--- src/rtl/ex_pkg.sv ---
// Shared EX-stage definitions: ALU opcodes, multiplier state encoding and step count.
package ex_pkg;

    localparam logic [2:0] ALU_OP_ADD = 3'b000;
    localparam logic [2:0] ALU_OP_SUB = 3'b001;
    localparam logic [2:0] ALU_OP_AND = 3'b010;
    localparam logic [2:0] ALU_OP_OR  = 3'b011;
    localparam logic [2:0] ALU_OP_XOR = 3'b100;
    localparam logic [2:0] ALU_OP_SLT = 3'b101;
    localparam logic [2:0] ALU_OP_SLL = 3'b110;
    localparam logic [2:0] ALU_OP_SRL = 3'b111;

    localparam logic [1:0] ST_IDLE = 2'd0;
    localparam logic [1:0] ST_RUN  = 2'd1;
    localparam logic [1:0] ST_DONE = 2'd2;

    localparam int unsigned MUL_STEPS = 32;

    typedef enum logic [1:0] {
        StIdle = ST_IDLE,
        StRun  = ST_RUN,
        StDone = ST_DONE
    } mul_state_e;

endpackage

--- src/rtl/ex_mul_seq_if.sv ---
// Signals between the EX stage (master) and the sequential multiplier (slave).
interface ex_mul_seq_if;
    logic        mul_req;
    logic        flush;
    logic [31:0] op_a;
    logic [31:0] op_b;
    logic [31:0] alu_res;
    logic        alu_own;
    logic [31:0] alu_a;
    logic [31:0] alu_b;
    logic [2:0]  alu_op;
    logic        stall;
    logic        mul_done;
    logic [31:0] mul_res;

    modport master (
        output mul_req, flush, op_a, op_b, alu_res,
        input  alu_own, alu_a, alu_b, alu_op, stall, mul_done, mul_res
    );

    modport slave (
        input  mul_req, flush, op_a, op_b, alu_res,
        output alu_own, alu_a, alu_b, alu_op, stall, mul_done, mul_res
    );
endinterface

--- src/rtl/ex_mul_seq.sv ---
// Shift-add MUL controller that borrows the EX-stage ALU adder one step per cycle.
// Define EX_MUL_EARLY_TERM_EN to finish as soon as the remaining multiplier bits are zero.
module ex_mul_seq
    import ex_pkg::*;
(
    input logic          clk,
    input logic          rst,
    ex_mul_seq_if.slave  mul_if
);

    localparam logic [5:0] LastCnt = 6'(MUL_STEPS - 1);

    mul_state_e  state_q, state_d;
    logic [31:0] mcand_q, mcand_d;
    logic [31:0] mplier_q, mplier_d;
    logic [31:0] acc_q, acc_d;
    logic [5:0]  cnt_q, cnt_d;
    logic [31:0] mul_res_q, mul_res_d;

    logic        alu_own;
    logic [31:0] alu_a;
    logic [31:0] alu_b;
    logic [2:0]  alu_op;
    logic        stall;
    logic        mul_done;

    always_ff @(posedge clk) begin
        if (rst) begin
            state_q   <= StIdle;
            mcand_q   <= '0;
            mplier_q  <= '0;
            acc_q     <= '0;
            cnt_q     <= '0;
            mul_res_q <= '0;
        end else begin
            state_q   <= state_d;
            mcand_q   <= mcand_d;
            mplier_q  <= mplier_d;
            acc_q     <= acc_d;
            cnt_q     <= cnt_d;
            mul_res_q <= mul_res_d;
        end
    end

    always_comb begin
        state_d   = state_q;
        mcand_d   = mcand_q;
        mplier_d  = mplier_q;
        acc_d     = acc_q;
        cnt_d     = cnt_q;
        mul_res_d = mul_res_q;
        alu_own   = 1'b0;
        alu_a     = '0;
        alu_b     = '0;
        alu_op    = '0;
        stall     = 1'b0;
        mul_done  = 1'b0;

        unique case (state_q)
            StIdle: begin
                stall = mul_if.mul_req & ~mul_if.flush;
                if (mul_if.mul_req && !mul_if.flush) begin
                    mcand_d  = mul_if.op_a;
                    mplier_d = mul_if.op_b;
                    acc_d    = '0;
                    cnt_d    = '0;
                    state_d  = StRun;
                end
            end
            StRun: begin
                alu_own = 1'b1;
                alu_a   = acc_q;
                alu_b   = mcand_q;
                alu_op  = ALU_OP_ADD;
                // A flush releases the pipeline in the same cycle.
                stall   = ~mul_if.flush;
                if (mul_if.flush) begin
                    state_d = StIdle;
`ifdef EX_MUL_EARLY_TERM_EN
                end else if (mplier_q == '0) begin
                    state_d   = StDone;
                    mul_res_d = acc_q;
`endif
                end else begin
                    if (mplier_q[0]) begin
                        acc_d = mul_if.alu_res;
                    end
                    mcand_d  = mcand_q << 1;
                    mplier_d = mplier_q >> 1;
                    cnt_d    = cnt_q + 6'd1;
                    if (cnt_q == LastCnt) begin
                        state_d   = StDone;
                        mul_res_d = acc_d;
                    end
                end
            end
            StDone: begin
                // Request is ignored here so the retiring instruction never relaunches.
                mul_done = 1'b1;
                state_d  = StIdle;
            end
            default: begin
                state_d = StIdle;
            end
        endcase
    end

    assign mul_if.alu_own  = alu_own;
    assign mul_if.alu_a    = alu_a;
    assign mul_if.alu_b    = alu_b;
    assign mul_if.alu_op   = alu_op;
    assign mul_if.stall    = stall;
    assign mul_if.mul_done = mul_done;
    assign mul_if.mul_res  = mul_res_q;

endmodule

--- src/flat_wrapper.sv ---
// flat-port wrapper written by rule: the top's interface ports become plain ports
module ex_mul_seq_flat import ex_pkg::*;
  (clk, rst, mul_if_mul_req, mul_if_flush, mul_if_op_a, mul_if_op_b, mul_if_alu_res, mul_if_alu_own, mul_if_alu_a, mul_if_alu_b, mul_if_alu_op, mul_if_stall, mul_if_mul_done, mul_if_mul_res);
  ex_mul_seq_if mul_if_i ();
  input logic clk;
  input logic rst;
  input wire logic [$bits(mul_if_i.mul_req)-1:0] mul_if_mul_req;
  input wire logic [$bits(mul_if_i.flush)-1:0] mul_if_flush;
  input wire logic [$bits(mul_if_i.op_a)-1:0] mul_if_op_a;
  input wire logic [$bits(mul_if_i.op_b)-1:0] mul_if_op_b;
  input wire logic [$bits(mul_if_i.alu_res)-1:0] mul_if_alu_res;
  output wire logic [$bits(mul_if_i.alu_own)-1:0] mul_if_alu_own;
  output wire logic [$bits(mul_if_i.alu_a)-1:0] mul_if_alu_a;
  output wire logic [$bits(mul_if_i.alu_b)-1:0] mul_if_alu_b;
  output wire logic [$bits(mul_if_i.alu_op)-1:0] mul_if_alu_op;
  output wire logic [$bits(mul_if_i.stall)-1:0] mul_if_stall;
  output wire logic [$bits(mul_if_i.mul_done)-1:0] mul_if_mul_done;
  output wire logic [$bits(mul_if_i.mul_res)-1:0] mul_if_mul_res;
  assign mul_if_i.mul_req = mul_if_mul_req;
  assign mul_if_i.flush = mul_if_flush;
  assign mul_if_i.op_a = mul_if_op_a;
  assign mul_if_i.op_b = mul_if_op_b;
  assign mul_if_i.alu_res = mul_if_alu_res;
  assign mul_if_alu_own = mul_if_i.alu_own;
  assign mul_if_alu_a = mul_if_i.alu_a;
  assign mul_if_alu_b = mul_if_i.alu_b;
  assign mul_if_alu_op = mul_if_i.alu_op;
  assign mul_if_stall = mul_if_i.stall;
  assign mul_if_mul_done = mul_if_i.mul_done;
  assign mul_if_mul_res = mul_if_i.mul_res;
  ex_mul_seq u_core (.clk(clk), .rst(rst), .mul_if(mul_if_i));
endmodule
--- config.mk ---
export PLATFORM = sky130hd
export DESIGN_NAME = ex_mul_seq_flat
export DESIGN_NICKNAME = d
export VERILOG_FILES = /design/src/rtl/ex_pkg.sv /design/src/rtl/ex_mul_seq_if.sv /design/src/rtl/ex_mul_seq.sv /design/src/flat_wrapper.sv
export SDC_FILE = /design/constraint.sdc
export NUM_CORES = 1
export LEC_CHECK = 0
export BUFFER_PORTS_ARGS = -buffer_cell sky130_fd_sc_hd__buf_2
export CAP_MARGIN = 25
export CORE_MARGIN = 1.5
export CORE_UTILIZATION = 40
export CTS_BUF_LIST = sky130_fd_sc_hd__clkbuf_4 sky130_fd_sc_hd__clkbuf_8 sky130_fd_sc_hd__clkbuf_16
export DETAILED_ROUTE_END_ITERATION = 10
export GPL_ROUTABILITY_DRIVEN = 0
export PLACE_DENSITY_LB_ADDON = 0.05
export SYNTH_ARGS = -nofsm -noshare
export SYNTH_HDL_FRONTEND = slang
export SYNTH_SLANG_ARGS = --single-unit
--- constraint.sdc ---
create_clock -name clk -period 2.6 [get_ports clk]
set_input_delay 0.52 -clock clk [delete_from_list [all_inputs] [get_ports clk]]
set_output_delay 0.52 -clock clk [all_outputs]
set_load 0.02 [all_outputs]
# Word level (Yosys, flattened, before mapping)
# Index checks and enable logic that the tools add are counted.
[op_classes]
bitwise_logic = 2
n_reduce_logical = 7
muxes = 22
eq_ne = 6
addsub = 1
[op_table]
columns = ["cell", "n"]
rows = [
  ["two-way mux 32 bit", 9],
  ["one-hot mux 32 bit (2 select lines)", 3],
  ["two-way mux 6 bit", 2],
  ["one-hot mux 6 bit (2 select lines)", 1],
  ["adder 6 x 1 -> 6 bit, second input constant", 1],
  ["== test 6 x 5 -> 1 bit, second input constant", 1],
  ["two-way mux 2 bit", 3],
  ["AND reduction 3 bit", 2],
  ["one-hot mux 2 bit (2 select lines)", 1],
  ["!= test 3 x 2 -> 1 bit, second input constant", 1],
  ["== test 2 x 1 -> 1 bit, second input constant", 1],
  ["== test 2 bit, second input constant", 1],
  ["logical NOT 2 bit", 1],
  ["two-way mux 1 bit", 2],
  ["!= test 2 x 1 -> 1 bit, second input constant", 1],
  ["!= test 2 bit, second input constant", 1],
  ["one-hot mux 1 bit (2 select lines)", 1],
  ["AND reduction 2 bit", 1],
  ["nonzero test 2 bit", 1],
  ["bitwise AND 1 bit", 1],
  ["logical AND 1 bit", 1],
  ["logical NOT 1 bit", 1],
  ["NOT 1 bit", 1],
]
[totals]
output_inout_bits = 102
regBits = 136
elab_cells = 44

# Logic depth before layout (Yosys ltp)
[logic_depth]
depth_word = 4
depth_mapped = 7

# Worst setup path before layout
# OpenSTA, ideal clock, no wires.
[synth_path]
kind = "input-to-output"
from = "in mul_if_flush"
to = "out mul_if_stall"
arrival_time_ns = 1.525
t_required_ns = 2.080
slack_ns = 0.555
path_stages = 4
path_cell_list = "or2_1 > clkbuf_1 > nor2_1 > clkbuf_1"
[synth_between]
elab_chain_len = 3
[synth_lines]
columns = ["item", "line", "rtl"]
rows = [
  ["from (decl)", "flat_wrapper.sv:8", "input wire logic [$bits(mul_if_i.flush)-1:0] mul_if_flush;"],
  ["NOT 1 bit (no source line) (*)", "n/a", ""],
  ["bitwise AND 1 bit", "ex_mul_seq.sv:61", "stall = mul_if.mul_req & ~mul_if.flush;"],
  ["one-hot mux 1 bit (2 select lines) (*)", "ex_mul_seq.sv:59", "unique case (state_q)"],
  ["to (decl)", "flat_wrapper.sv:16", "output wire logic [$bits(mul_if_i.stall)-1:0] mul_if_stall;"],
]
# Every way passes the cells marked *; elsewhere a longest branch is shown, timed or not.

# Final worst setup path
[layout_path]
from = "reg u_core.state_q[1]"
to = "out mul_if_alu_b[30]"
[layout_between]
elab_chain_len = 2
[layout_lines]
columns = ["item", "line", "rtl"]
rows = [
  ["from (decl)", "ex_mul_seq.sv:13", "mul_state_e state_q, state_d;"],
  ["from (signal assigned)", "ex_mul_seq.sv:29", "state_q <= StIdle;"],
  ["from (signal assigned)", "ex_mul_seq.sv:36", "state_q <= state_d;"],
  ["== test 2 x 1 -> 1 bit", "ex_mul_seq.sv:59", ""],
  ["two-way mux 32 bit", "ex_mul_seq.sv:59", ""],
  ["to (decl)", "flat_wrapper.sv:14", "output wire logic [$bits(mul_if_i.alu_b)-1:0] mul_if_alu_b;"],
]
# Every way passes these cells.

==> flow_summary.ini <==
[finish]
final_cells = 1209
final_net_count = 1070
drive_above_1_share = 0.307
seq_area_um2 = 2720
fin_area_um2 = 8690
syn2layout_area_growth_pct = 24.3
multi_input_area_um2 = 3860
utilization = 0.506
nFillCells = 1707

[timing]
fmax_mhz = 415
fin_worst_skew_ps = 8.84
grt_setup_unrepaired = false
worst_pin_slew_ps = 760
max_slew_margin = 0.493
setup_violations = 0
setup_slack_ps = 190
min_period_over_period = 0.927
fin_crit_ps = 2410
finalSetupTns_ps = 0
finalHoldViolations = 0
drv_slew = 0
hold_ws_ps = 372

[routing]
antenna_left = 0
via_per_inst = 5.30
drt-total-wl_um = 18600
num_vias = 6404
drtIter0Drc = 348
route.detailed.drc = 0
dr.pass1.iters = 5
wire_per_inst_um = 15.4

[job]
cap_violations = 0

[worst_setup_path]
path_class = reg2out
cp.required_ps = 2080
start_kind = flop
crit_arrival_ps = 1890
cp_max_fo = 36
worstSetupEndpointType = primary output
worst-r2r-setup-slack_ps = 650

[place]
pre_cts_slack_ps = 326
detailed_place_hpwl_um = 11500
dp.cells = 1175
io_buffers = 198
placedInstanceArea_um2 = 8130

[power_and_ir_drop]
p_leak_nw = 3.66
power.internal_mw = 3.76
swShare = 0.248
seqPwrFrac = 0.442
combPwrFrac = 0.103
power_mw = 5.01
power_frac_clock = 0.455
ir_worst_vdd_mv = 0.444
switchingPower_mw = 1.24
p_per_area_nw_per_um2 = 576

[clocking]
clk_pin_slew_ps = 50
cts_tree = built
cts-root-buf = clkbuf_16
cts_buffers = 17
cts.htree.levels = 4
clkSinkCount = 136
cts_setup_buffers = 0
clk_latency_ps = 410
post_cts_resized = 0
ctsHoldBuffers = 0
cts_buffer_depth = 2

[global_route]
track_usage = 0.201
grt_max_degree = 110
overflow = 0
antenna_found_initial = 3
grt_pass1_wl_um = 29800
grt_pass1_vias = 5760

[die]
start_util = 0.407
ios = 202
dieArea_um2 = 18300
die_w_um = 135
core_um2 = 17200
die_h_um = 135
placementRows = 48

[synthesis]
yosys_warnings = 0
synth_top_area_cell = dfxtp_1
synth-seq-area-share = 0.389
ys_ff_latch = 136
synth_most_common_cell = dfxtp_1
synth_common_cells = dfxtp_1 (136), clkbuf_1 (73), a21oi_1 (69)
async_flop_share = 0
synth_area_per_cell_um2 = 8.52
synth_area_um2 = 6990
synth_cell_type_count = 41
synthFlopType = dfxtp_1
synth_top_area_share = 0.389
synth_edf_count = 0
synthTopCellsByArea = dfxtp_1 (39%), and2_1 (5.6%), mux2_4 (5.6%), nor2b_1 (5.5%), a21oi_1 (4.9%)
postSynthCellCount = 821

[hold_path]
hp-class = in2reg

[outcome]
status = completed
## path summary, 6_finish.rpt
check,cells after the start,from,endpoint
min reg2reg,2,u_core.mul_if.mul_res[28],u_core.mul_if.mul_res[28]
max,7,u_core.state_q[1],mul_if_alu_b[30]
max reg2reg,4,u_core.state_q[0],u_core.mul_if.mul_res[24]
min,2,rst,u_core.state_q[1]
## critical path: stages (launching register included)
cell,delay (ps)
dfxtp_1,310
buf_4,160
nand2b_2,190
inv_2,80
buf_4,300
nand2_1,210
inv_1,80
buf_2,160
## power groups by stage
stage | registers [mW] | logic, mW | clock network [mW]
5_1_grt | 2.22 | 0.576 | 2.43
3_3_place_gp | 2.26 | 0.519 | 0
2_1_floorplan | 2.24 | 0.342 | 0
4_1_cts | 2.21 | 0.521 | 2.34
3_5_place_dp | 2.26 | 0.519 | 0
6_report | 2.21 | 0.517 | 2.28
## placed cells by master, fill, tap and decap left out, types with 3 or more instances in the layout
master     synthesis  layout
mux2_2             6       6
buf_2              4     197
conb_1             1       3
or4_1             28      28
a31oi_1           30      30
a22oi_1           30      30
dfxtp_1          136     135
nand4_1            6       6
o21ai_0           64      64
mux2_4            26      26
clkinv_2           0       6
or2_2              3       4
and2_1            63      63
mux2i_1           31      31
clkbuf_4           0       4
nand3b_1           3       3
inv_1              8       7
a211oi_1           4       4
buf_12             2       7
nand2_1           68      68
clkbuf_16          0      17
a21oi_1           69      69
nor2b_1           61      61
or3b_2             3       3
nor2_1            32      29
nor4_1             8       8
a311oi_1          32      32
buf_4              3      14
## metal layers
metal	up-vias	global-route usage	share of wire
li1	3233	-	-
met1	2969	0.287	0.49
met2	186	0.297	0.43
met3	14	0.0490	0.063
met4	2	0.0633	0.010
met5	-	0	0.00065
## flip-flops by register name, indices dropped and copies added, names as in the netlist
register               count
u_core.acc_q              32
u_core.state_q             2
u_core.mul_if.mul_res     32
u_core.mcand_q            32
u_core.mplier_q           32
u_core.cnt_q               6
## logic make-up after synthesis
family,after synthesis,share of synthesized area
AND/OR/NAND/NOR,287,0.231
AO/OA/AOI/OAI,234,0.205
other,1,0.000536
flip-flops,136,0.389
adder cells (fa/ha/maj),1,0.00179
buffers and inverters,99,0.0633
multiplexers,63,0.110
## layout make-up
cell class                 count  share of cell area
tap                          225              0.0324
timing repair buffer         218               0.142
clock buffer                  23              0.0556
antenna                        2            0.000576
multi-input combinational    588               0.444
sequential                   136               0.313
inverter                       8             0.00345
clock inverter                 9             0.00864
Power figures use the tool's default switching activity.
